--- config.mk ---
export PLATFORM = sky130hd
export DESIGN_NAME = memory_stage
export DESIGN_NICKNAME = d
export VERILOG_FILES = /design/src/rtl/memory_stage.sv
export SDC_FILE = /design/constraint.sdc
export NUM_CORES = 1
export LEC_CHECK = 0
export ABC_AREA = 1
export BUFFER_PORTS_ARGS = -buffer_cell sky130_fd_sc_hd__buf_2
export CORE_AREA = 3 3 272 274
export CTS_CLUSTER_DIAMETER = 50
export DETAILED_ROUTE_END_ITERATION = 16
export DIE_AREA = 0 0 275 277
export GPL_TIMING_DRIVEN = 1
export PLACE_DENSITY = 0.57
export SLEW_MARGIN = 30
export SYNTH_ARGS = -nofsm -noshare
export SYNTH_HDL_FRONTEND = slang
export SYNTH_SLANG_ARGS = --single-unit
--- constraint.sdc ---
create_clock -name clock -period 6.05 [get_ports clock]
set_input_delay 1.815 -clock clock [delete_from_list [all_inputs] [get_ports clock]]
set_output_delay 1.815 -clock clock [all_outputs]
set_load 0.01 [all_outputs]
--- src/rtl/memory_stage.sv ---
// Y86-64 memory stage: M pipeline register, data-memory access over a req/ack handshake with
// wait states and timeout, and the W pipeline register.
module memory_stage #(
    parameter logic [63:0] MEM_SIZE = 64'h2000,
    parameter int unsigned TIMEOUT  = 16
) (
    input  logic        clock,
    input  logic        reset,
    input  logic [2:0]  e_stat,
    input  logic [3:0]  e_icode,
    input  logic        e_Cnd,
    input  logic [63:0] e_valE,
    input  logic [63:0] e_valA,
    input  logic [3:0]  e_dstE,
    input  logic [3:0]  e_dstM,
    input  logic        M_stall,
    input  logic        M_bubble,
    input  logic        W_stall,
    input  logic        W_bubble,
    output logic [2:0]  M_stat,
    output logic [3:0]  M_icode,
    output logic        M_Cnd,
    output logic [63:0] M_valE,
    output logic [63:0] M_valA,
    output logic [3:0]  M_dstE,
    output logic [3:0]  M_dstM,
    output logic [63:0] m_valM,
    output logic [2:0]  m_stat,
    output logic        mem_busy,
    output logic [2:0]  W_stat,
    output logic [3:0]  W_icode,
    output logic [63:0] W_valE,
    output logic [63:0] W_valM,
    output logic [3:0]  W_dstE,
    output logic [3:0]  W_dstM,
    output logic        dmem_req,
    output logic        dmem_we,
    output logic [63:0] dmem_addr,
    output logic [63:0] dmem_wdata,
    input  logic        dmem_ack,
    input  logic [63:0] dmem_rdata,
    input  logic        dmem_err
);

    localparam int unsigned CntW = $clog2(TIMEOUT + 1);
    localparam logic [CntW-1:0] CntLast = CntW'(TIMEOUT - 1);

    localparam logic [2:0] StatBub = 3'd0;
    localparam logic [2:0] StatAok = 3'd1;
    localparam logic [2:0] StatAdr = 3'd2;

    localparam logic [3:0] INop    = 4'h1;
    localparam logic [3:0] IRmmovq = 4'h4;
    localparam logic [3:0] IMrmovq = 4'h5;
    localparam logic [3:0] ICall   = 4'h8;
    localparam logic [3:0] IRet    = 4'h9;
    localparam logic [3:0] IPushq  = 4'hA;
    localparam logic [3:0] IPopq   = 4'hB;
    localparam logic [3:0] RNone   = 4'hF;

    typedef enum logic [1:0] {StIdle, StWait, StDone} state_e;

    state_e          state_q, state_d;
    logic [CntW-1:0] count_q, count_d;
    logic [63:0]     hold_valm_q;
    logic [2:0]      hold_stat_q;

    logic        is_read, is_write, mem_op;
    logic [63:0] addr;
    logic [64:0] addr_end;
    logic        addr_ok, need_access, addr_err, timeout, complete;

    always_comb begin
        is_read     = M_icode inside {IMrmovq, IPopq, IRet};
        is_write    = M_icode inside {IRmmovq, IPushq, ICall};
        mem_op      = is_read || is_write;
        addr        = (M_icode inside {IPopq, IRet}) ? M_valA : M_valE;
        // 65-bit sum so addresses near 2^64 cannot wrap past the range check
        addr_end    = {1'b0, addr} + 65'd8;
        addr_ok     = addr_end <= {1'b0, MEM_SIZE};
        need_access = (M_stat == StatAok) && mem_op && addr_ok;
        addr_err    = (M_stat == StatAok) && mem_op && !addr_ok;
    end

    always_comb begin
        dmem_req   = (state_q == StIdle) ? need_access : (state_q == StWait);
        dmem_we    = dmem_req && is_write;
        dmem_addr  = addr;
        dmem_wdata = M_valA;
        timeout    = (state_q == StWait) && !dmem_ack && (count_q == CntLast);
        complete   = dmem_req && (dmem_ack || timeout);
        // A completion that W cannot take yet must keep M frozen as well
        mem_busy   = (dmem_req && !complete) || (complete && W_stall) ||
                     ((state_q == StDone) && W_stall);
    end

    always_comb begin
        m_valM = '0;
        m_stat = M_stat;
        if (state_q == StDone) begin
            m_valM = hold_valm_q;
            m_stat = hold_stat_q;
        end else if (addr_err) begin
            m_stat = StatAdr;
        end else if (dmem_req && dmem_ack) begin
            m_valM = is_read ? dmem_rdata : '0;
            m_stat = dmem_err ? StatAdr : M_stat;
        end else if (timeout) begin
            m_stat = StatAdr;
        end
    end

    always_comb begin
        state_d = state_q;
        count_d = count_q;
        unique case (state_q)
            StIdle: begin
                if (need_access) begin
                    if (dmem_ack) begin
                        state_d = W_stall ? StDone : StIdle;
                    end else begin
                        state_d = StWait;
                        count_d = '0;
                    end
                end
            end
            StWait: begin
                count_d = count_q + CntW'(1);
                if (dmem_ack || timeout) state_d = W_stall ? StDone : StIdle;
            end
            StDone: begin
                if (!W_stall) state_d = StIdle;
            end
            default: state_d = StIdle;
        endcase
    end

    always_ff @(posedge clock or negedge reset) begin
        if (!reset) begin
            state_q     <= StIdle;
            count_q     <= '0;
            hold_valm_q <= '0;
            hold_stat_q <= '0;
        end else begin
            state_q <= state_d;
            count_q <= count_d;
            if (complete && W_stall) begin
                hold_valm_q <= m_valM;
                hold_stat_q <= m_stat;
            end
        end
    end

    always_ff @(posedge clock or negedge reset) begin
        if (!reset) begin
            M_stat  <= StatBub;
            M_icode <= INop;
            M_Cnd   <= 1'b0;
            M_valE  <= '0;
            M_valA  <= '0;
            M_dstE  <= RNone;
            M_dstM  <= RNone;
        end else if (!mem_busy && !M_stall) begin
            if (M_bubble) begin
                M_stat  <= StatBub;
                M_icode <= INop;
                M_Cnd   <= 1'b0;
                M_valE  <= '0;
                M_valA  <= '0;
                M_dstE  <= RNone;
                M_dstM  <= RNone;
            end else begin
                M_stat  <= e_stat;
                M_icode <= e_icode;
                M_Cnd   <= e_Cnd;
                M_valE  <= e_valE;
                M_valA  <= e_valA;
                M_dstE  <= e_dstE;
                M_dstM  <= e_dstM;
            end
        end
    end

    always_ff @(posedge clock or negedge reset) begin
        if (!reset) begin
            W_stat  <= StatBub;
            W_icode <= INop;
            W_valE  <= '0;
            W_valM  <= '0;
            W_dstE  <= RNone;
            W_dstM  <= RNone;
        end else if (!W_stall) begin
            if (W_bubble || mem_busy) begin
                W_stat  <= StatBub;
                W_icode <= INop;
                W_valE  <= '0;
                W_valM  <= '0;
                W_dstE  <= RNone;
                W_dstM  <= RNone;
            end else begin
                W_stat  <= m_stat;
                W_icode <= M_icode;
                W_valE  <= M_valE;
                W_valM  <= m_valM;
                W_dstE  <= M_dstE;
                W_dstM  <= M_dstM;
            end
        end
    end

endmodule

* After elaboration in Yosys (flattened, before gate mapping)
Index checks and enable logic that the tools add are counted.
Storage, ports and cells: register bits after elaboration 361, bits of input ports 216, output and inout bits 485, logic and storage cells 96
Operators by class: $add $sub $neg 2, order comparisons 1, eq/ne operators 14, mux-type cells 33, reductions and logical operators 29
Operators with widths (count):
- $mux W64 | 9
- $add A64 B4 Y65 const B | 1
- $le A65 B14 Y1 const B | 1
- $mux W4 | 6
- $mux W3 | 7
- $eq A4 B4 Y1 const B | 4
- $logic_and A1 B1 Y1 | 12
- $mux W2 | 5
- $mux W5 | 2
- $pmux W5 S2 | 1
- $eq A4 B3 Y1 const B | 2
- $ne A2 B2 Y1 const B | 3
- $pmux W2 S3 | 1
- $reduce_and A3 Y1 | 2
- $reduce_bool A3 Y1 | 2
- $add A5 B1 Y5 const B | 1
- $eq A5 B4 Y1 const B | 1
- $logic_not A1 Y1 | 5
- $logic_or A1 B1 Y1 | 5
- $reduce_bool A2 Y1 | 2
- $eq A3 B1 Y1 const B | 1
- $eq A2 B1 Y1 const B | 1
- $eq A2 B2 Y1 const B | 1
- $logic_not A2 Y1 | 1
- 2 further kinds | 3

* Depth between registers and ports, before layout
depth after elaboration 14, mapped depth 29, mapped depth without buffers 26

* Least setup slack after synthesis
No wires, ideal clock.
path kind register to output, start register M_icode[0], end output port m_valM[10], arrival time 3258 ps, data required time 4235 ps, slack 977 ps, cell stages (with the launch flop) 25, buffers on the path 3, cell sequence dfstp_2 -> buf_2 -> buf_2 -> nand3_1 -> nand2_1 -> nand2_1 -> nor2_1 -> nand2_1 -> nor2_1 -> nand2_1 -> nand2_1 -> and2_1 -> nand2_1 -> nor2_1 -> nand2_1 -> nor2_1 -> nand2_1 -> nand2_1 -> nand3_2 -> nand2_1 -> nand2_1 -> nor2_4 -> buf_2 -> nand3_1 -> nand2_1
Between the ends: longest elaborated chain between the ends 11, elaborated cells on any way between the ends 23, those cells by class add/sub (1); order compare (1); eq/ne (6); mux (6); reduce/logical (9)
Ends and longest elaborated chain:
- start, declared | line 21 | output logic [3:0] M_icode,
- start signal, assigned | line 157 | M_icode <= INop;
- start signal, assigned | line 166 | M_icode <= INop;
- start signal, assigned | line 174 | M_icode <= e_icode;
- $eq A4 B4 Y1 | line 77 | addr = (M_icode inside {IPopq, IRet}) ? M_valA : M_valE;
- $reduce_bool A2 Y1 * | line 77
- $mux W64 * | line 77
- via dmem_addr[6] | line 38 | output logic [63:0] dmem_addr,
- $add A64 B4 Y65 * | line 79 | addr_end = {1'b0, addr} + 65'd8;
- $le A65 B14 Y1 * | line 80 | addr_ok = addr_end <= {1'b0, MEM_SIZE};
- $logic_and A1 B1 Y1 | line 81 | need_access = (M_stat == StatAok) && mem_op && addr_ok;
- $mux W1 | line 86 | dmem_req = (state_q == StIdle) ? need_access : (state_q == StWait);
- $logic_and A1 B1 Y1 | line 105 | end else if (dmem_req && dmem_ack) begin
- $mux W64 | line 105
- $mux W64 * | line 103 | end else if (addr_err) begin
- $mux W64 * | line 100 | if (state_q == StDone) begin
- end, declared | line 27 | output logic [63:0] m_valM,
Mark *: on every way through the listed nets, which the timed path passes. The rest lies on a longest branch.

* Final worst setup path
start register M_icode[0], end output port m_valM[43]
Between the ends: longest elaborated chain between the ends 11, elaborated cells on any way between the ends 23, those cells by class add/sub (1); order compare (1); eq/ne (6); mux (6); reduce/logical (9)
Ends and longest elaborated chain (line):
- $eq A4 B4 Y1 | 74, 77
- $reduce_bool A2 Y1 | 77
- $mux W64 | 77
- $add A64 B4 Y65 | 79
- $le A65 B14 Y1 | 80
- $logic_and A1 B1 Y1 | 81
- $mux W1 | 86
- $logic_and A1 B1 Y1 | 105
- $mux W64 | 105
- $mux W64 * | 103
- $mux W64 * | 100
Every way passes the cells marked *; elsewhere a longest branch is shown, timed or not.

==> impl_results.md <==
* Outcome: finished, violations left
* Violated checks: setup timing
* Register area share after synthesis at ~47%
* Die height at about 280 um
* Slowest CP cell: dfstp_4
* Final setup violating endpoints at 69
* R2R Setup Slk at about 1.4 ns
* Clock buffer depth at 3
* Placer Congestion at between 0.9 and 1
* Drt first-iter violations at 1782
* Fin crit share at 104%
* Yosys top cell area share at between 40 and 50%
* #FFs+latches synth at roughly 360
* H-Tree Depth at 2
* Final wirelength at between 80 and 90 mm
* Number of port buffers at 700
* Launch point of the worst path: M_icode[0]
* CP Capture Point: m_valM[43]
* Tot GR Track Use at 22.1%
* Worst hold stages at 2
* Fmax achieved at 159 MHz
* Clk_skew at 0.0334 ns
* Total power at between 7 and 8 mW
* Normalized max-slew margin at 37.1%
* FP Rows at between 90 and 100
* Most used cell, CP: nand2_2
* Vias in the first global route at about 20k
* Drt pass-1 iters at 5
* Post-route minimum period at 6.27 ns
* Syn avg cell area at approximately 6.9 um2
* Total core area at between 70000 and 80000 um2
* Final hold violations at 0
* Critical path class: reg2out
* Power Dens Cells at between 200 and 300 nW/um2
* RSZ-0062 raised after global routing: yes
* Cell accounting for the most synthesized area: dfrtp_1
* Fin nets at roughly 3.8k
* Reg-to-reg endpoint: M_valE[9]
* Antenna Nets Post-Route at 0
* Ys Warns at 0
* Initial core utilization at 27.0%
* Clk sink count at 361
* Cts bufs inserted at 53
* # hold bufs at CTS at 0
* Via/cell ratio at ~4.6
* WL/cell at roughly 19 um
* Max cap viols at 0
* Hold Crit Class: reg2reg
* DIE AREA at between 70000 and 80000 um2
* Crit Path Max Fanout at 16
* Worst skew pair latency at ~0.62 ns
* Share of cells above drive strength 1 at between 30% and 40%
* Least-Margin Pin Slew at 0.944 ns
* Fillers at 7556
* DP Wirelength at between 60 and 70 mm
* Crit. End Element: primary output
* Worst Path Required at between 4 and 5 ns
* TritonCTS clock tree: yes
* Grt ovf at 0
* Setup WS post-layout at -0.222 ns
* Routed via count at roughly 21k
* Slew Limit Fails at 0
* Top Ports at around 700
* Initial antenna violation count at 10
* FF-to-FF Start: M_icode[0]
* Cell count after synthesis at 2800
* Area Growth Syn to Fin at 43.3%
* CP Launch Type: flop
* Synth top area cells: dfrtp_1 (44%), nand2_1 (29%), nand3_1 (3.4%), nor2_1 (3.4%), o21ai_1 (3.4%)
* Root buf cell: clkbuf_16
* Remaining routing DRC violations at 0
* Synthesized net count at roughly 3k
* Clock Pin Slew Worst Setup and Hold Paths at ~0.06 ns
* Worst vdd ir at 0.220 mV
* Largest net degree at the start of global routing at approximately 110
* Leak pwr at ~16 nW
* R2R depth at 26
* First-pass GRT wire length at ~130 mm
* Distinct cells, synth at 34
* Post-Syn Area at just under 20000 um2
* Die X at approximately 280 um
* Worst path max stage delay at about 0.7 ns
* Post-layout util at 38.7%
* Data arrival, critical path at around 4.5 ns
-- area by class of cell --
| cell class | instances | area (um2) | area share [%] |
|---|---|---|---|
| antenna | 2 | 5.00 | 0.0180 |
| clock buffer | 64 | 1410 | 5.07 |
| clock inverter | 36 | 532 | 1.92 |
| inverter | 164 | 626 | 2.26 |
| multi-input combinational | 2073 | 9340 | 33.7 |
| sequential | 361 | 9060 | 32.7 |
| tap | 950 | 1190 | 4.28 |
| timing repair buffer | 905 | 5580 | 20.1 |
-- metrics by stage --
step                instances  worst slack (ns)  TNS [ns]  hold slack, ns  cell area, um2
global placement         4397            -0.160     -6.89           0.454           24300
CTS                      4535            -0.184     -7.57           0.475           27200
global route             4554            -0.456    -25.74           0.487           27700
detailed placement       4397            -0.165     -6.72           0.460           24300
floorplan                2800             0.977         0           0.442           19400
finish                   4555            -0.222     -9.16           0.470           27700
-- layout by cell type (no fill, tap or decap), types with 6 or more instances in the layout --
cell type,count
nand3b_1,8
buf_4,186
o21ai_0,38
clkbuf_16,53
nand4_1,56
nand3_1,131
nand2_2,110
clkinv_4,7
buf_6,29
nor2_4,40
o21ai_1,127
nand2_1,1359
buf_12,19
dfstp_2,17
clkinv_2,6
nand2_4,8
dfrtp_1,341
nor2_2,47
buf_2,665
nor2_1,98
clkbuf_1,7
bufinv_16,8
inv_1,156
-- where the power goes --
group          internal, mW  switching, mW  total [mW]
clock                  2.05           1.31        3.35
sequential             2.57          0.184        2.75
combinational         0.466          0.796        1.26
-- per-layer routing --
metal | vias to the layer above | wire length, um | GRT usage [%]
met5 | - | 56 | 0
met4 | 10 | 2870 | 7.19
met2 | 729 | 40800 | 35.9
li1 | 10200 | - | -
met3 | 169 | 5270 | 3.43
met1 | 10000 | 38400 | 30.1
-- critical path: cells and delay by family, from the launching register on --
kind          cells  cell delay [ns]
simple gates     20             2.01
flops             1             0.69
buf+inv           7             1.13
-- synthesized netlist by cell type, drive strengths merged --
master / instances
o22ai: 2
dfstp: 18
nand3b: 9
clkbuf: 61
and3: 1
xnor2: 4
nand4: 56
xor2: 4
nor2: 185
or2: 4
a21oi: 7
nor3: 7
ha: 2
o21ai: 168
nand3: 136
nand2: 1477
and2: 6
o21bai: 3
a21boi: 1
o311ai: 1
inv: 164
buf: 141
dfrtp: 343
-- worst min-delay path by stage --
stage                   startpoint             end  slack, ns
floorplan           hold_stat_q[1]  hold_stat_q[1]       0.44
global placement    hold_stat_q[1]  hold_stat_q[1]       0.45
detailed placement      W_valM[57]      W_valM[57]       0.46
CTS                     W_valE[56]      W_valE[56]       0.48
global route            W_valE[16]      W_valE[16]       0.49
finish                  W_valE[56]      W_valE[56]       0.47
-- sequential cells by signal, summed over array words and instances, names as in the netlist --
register / flops
W_valM: 64
M_icode: 4
W_icode: 4
state_q: 2
hold_stat_q: 3
W_valE: 64
count_q: 5
M_stat: 3
hold_valm_q: 64
M_valA: 64
M_valE: 64
M_Cnd: 1
M_dstE: 4
M_dstM: 4
W_dstE: 4
W_dstM: 4
W_stat: 3
-- cells by family after synthesis --
| group | share of synthesized area (%) |
|---|---|
| flops | 46.8 |
| fa+ha+maj | 0.129 |
| simple gates | 38.8 |
| buf+inv | 9.11 |
| xor+xnor | 0.362 |
| compound gates | 4.85 |
-- repair_timing --
| action | 4_1_cts | 5_1_grt |
|---|---|---|
| cloned | 3 | 0 |
| pin swaps | 30 | 34 |
| setup buffers | 36 | 18 |
| gates resized for setup | 180 | 132 |
| endpoints found under the setup margin | 70 | 70 |
No activity file was read; power rests on OpenSTA's default activity.
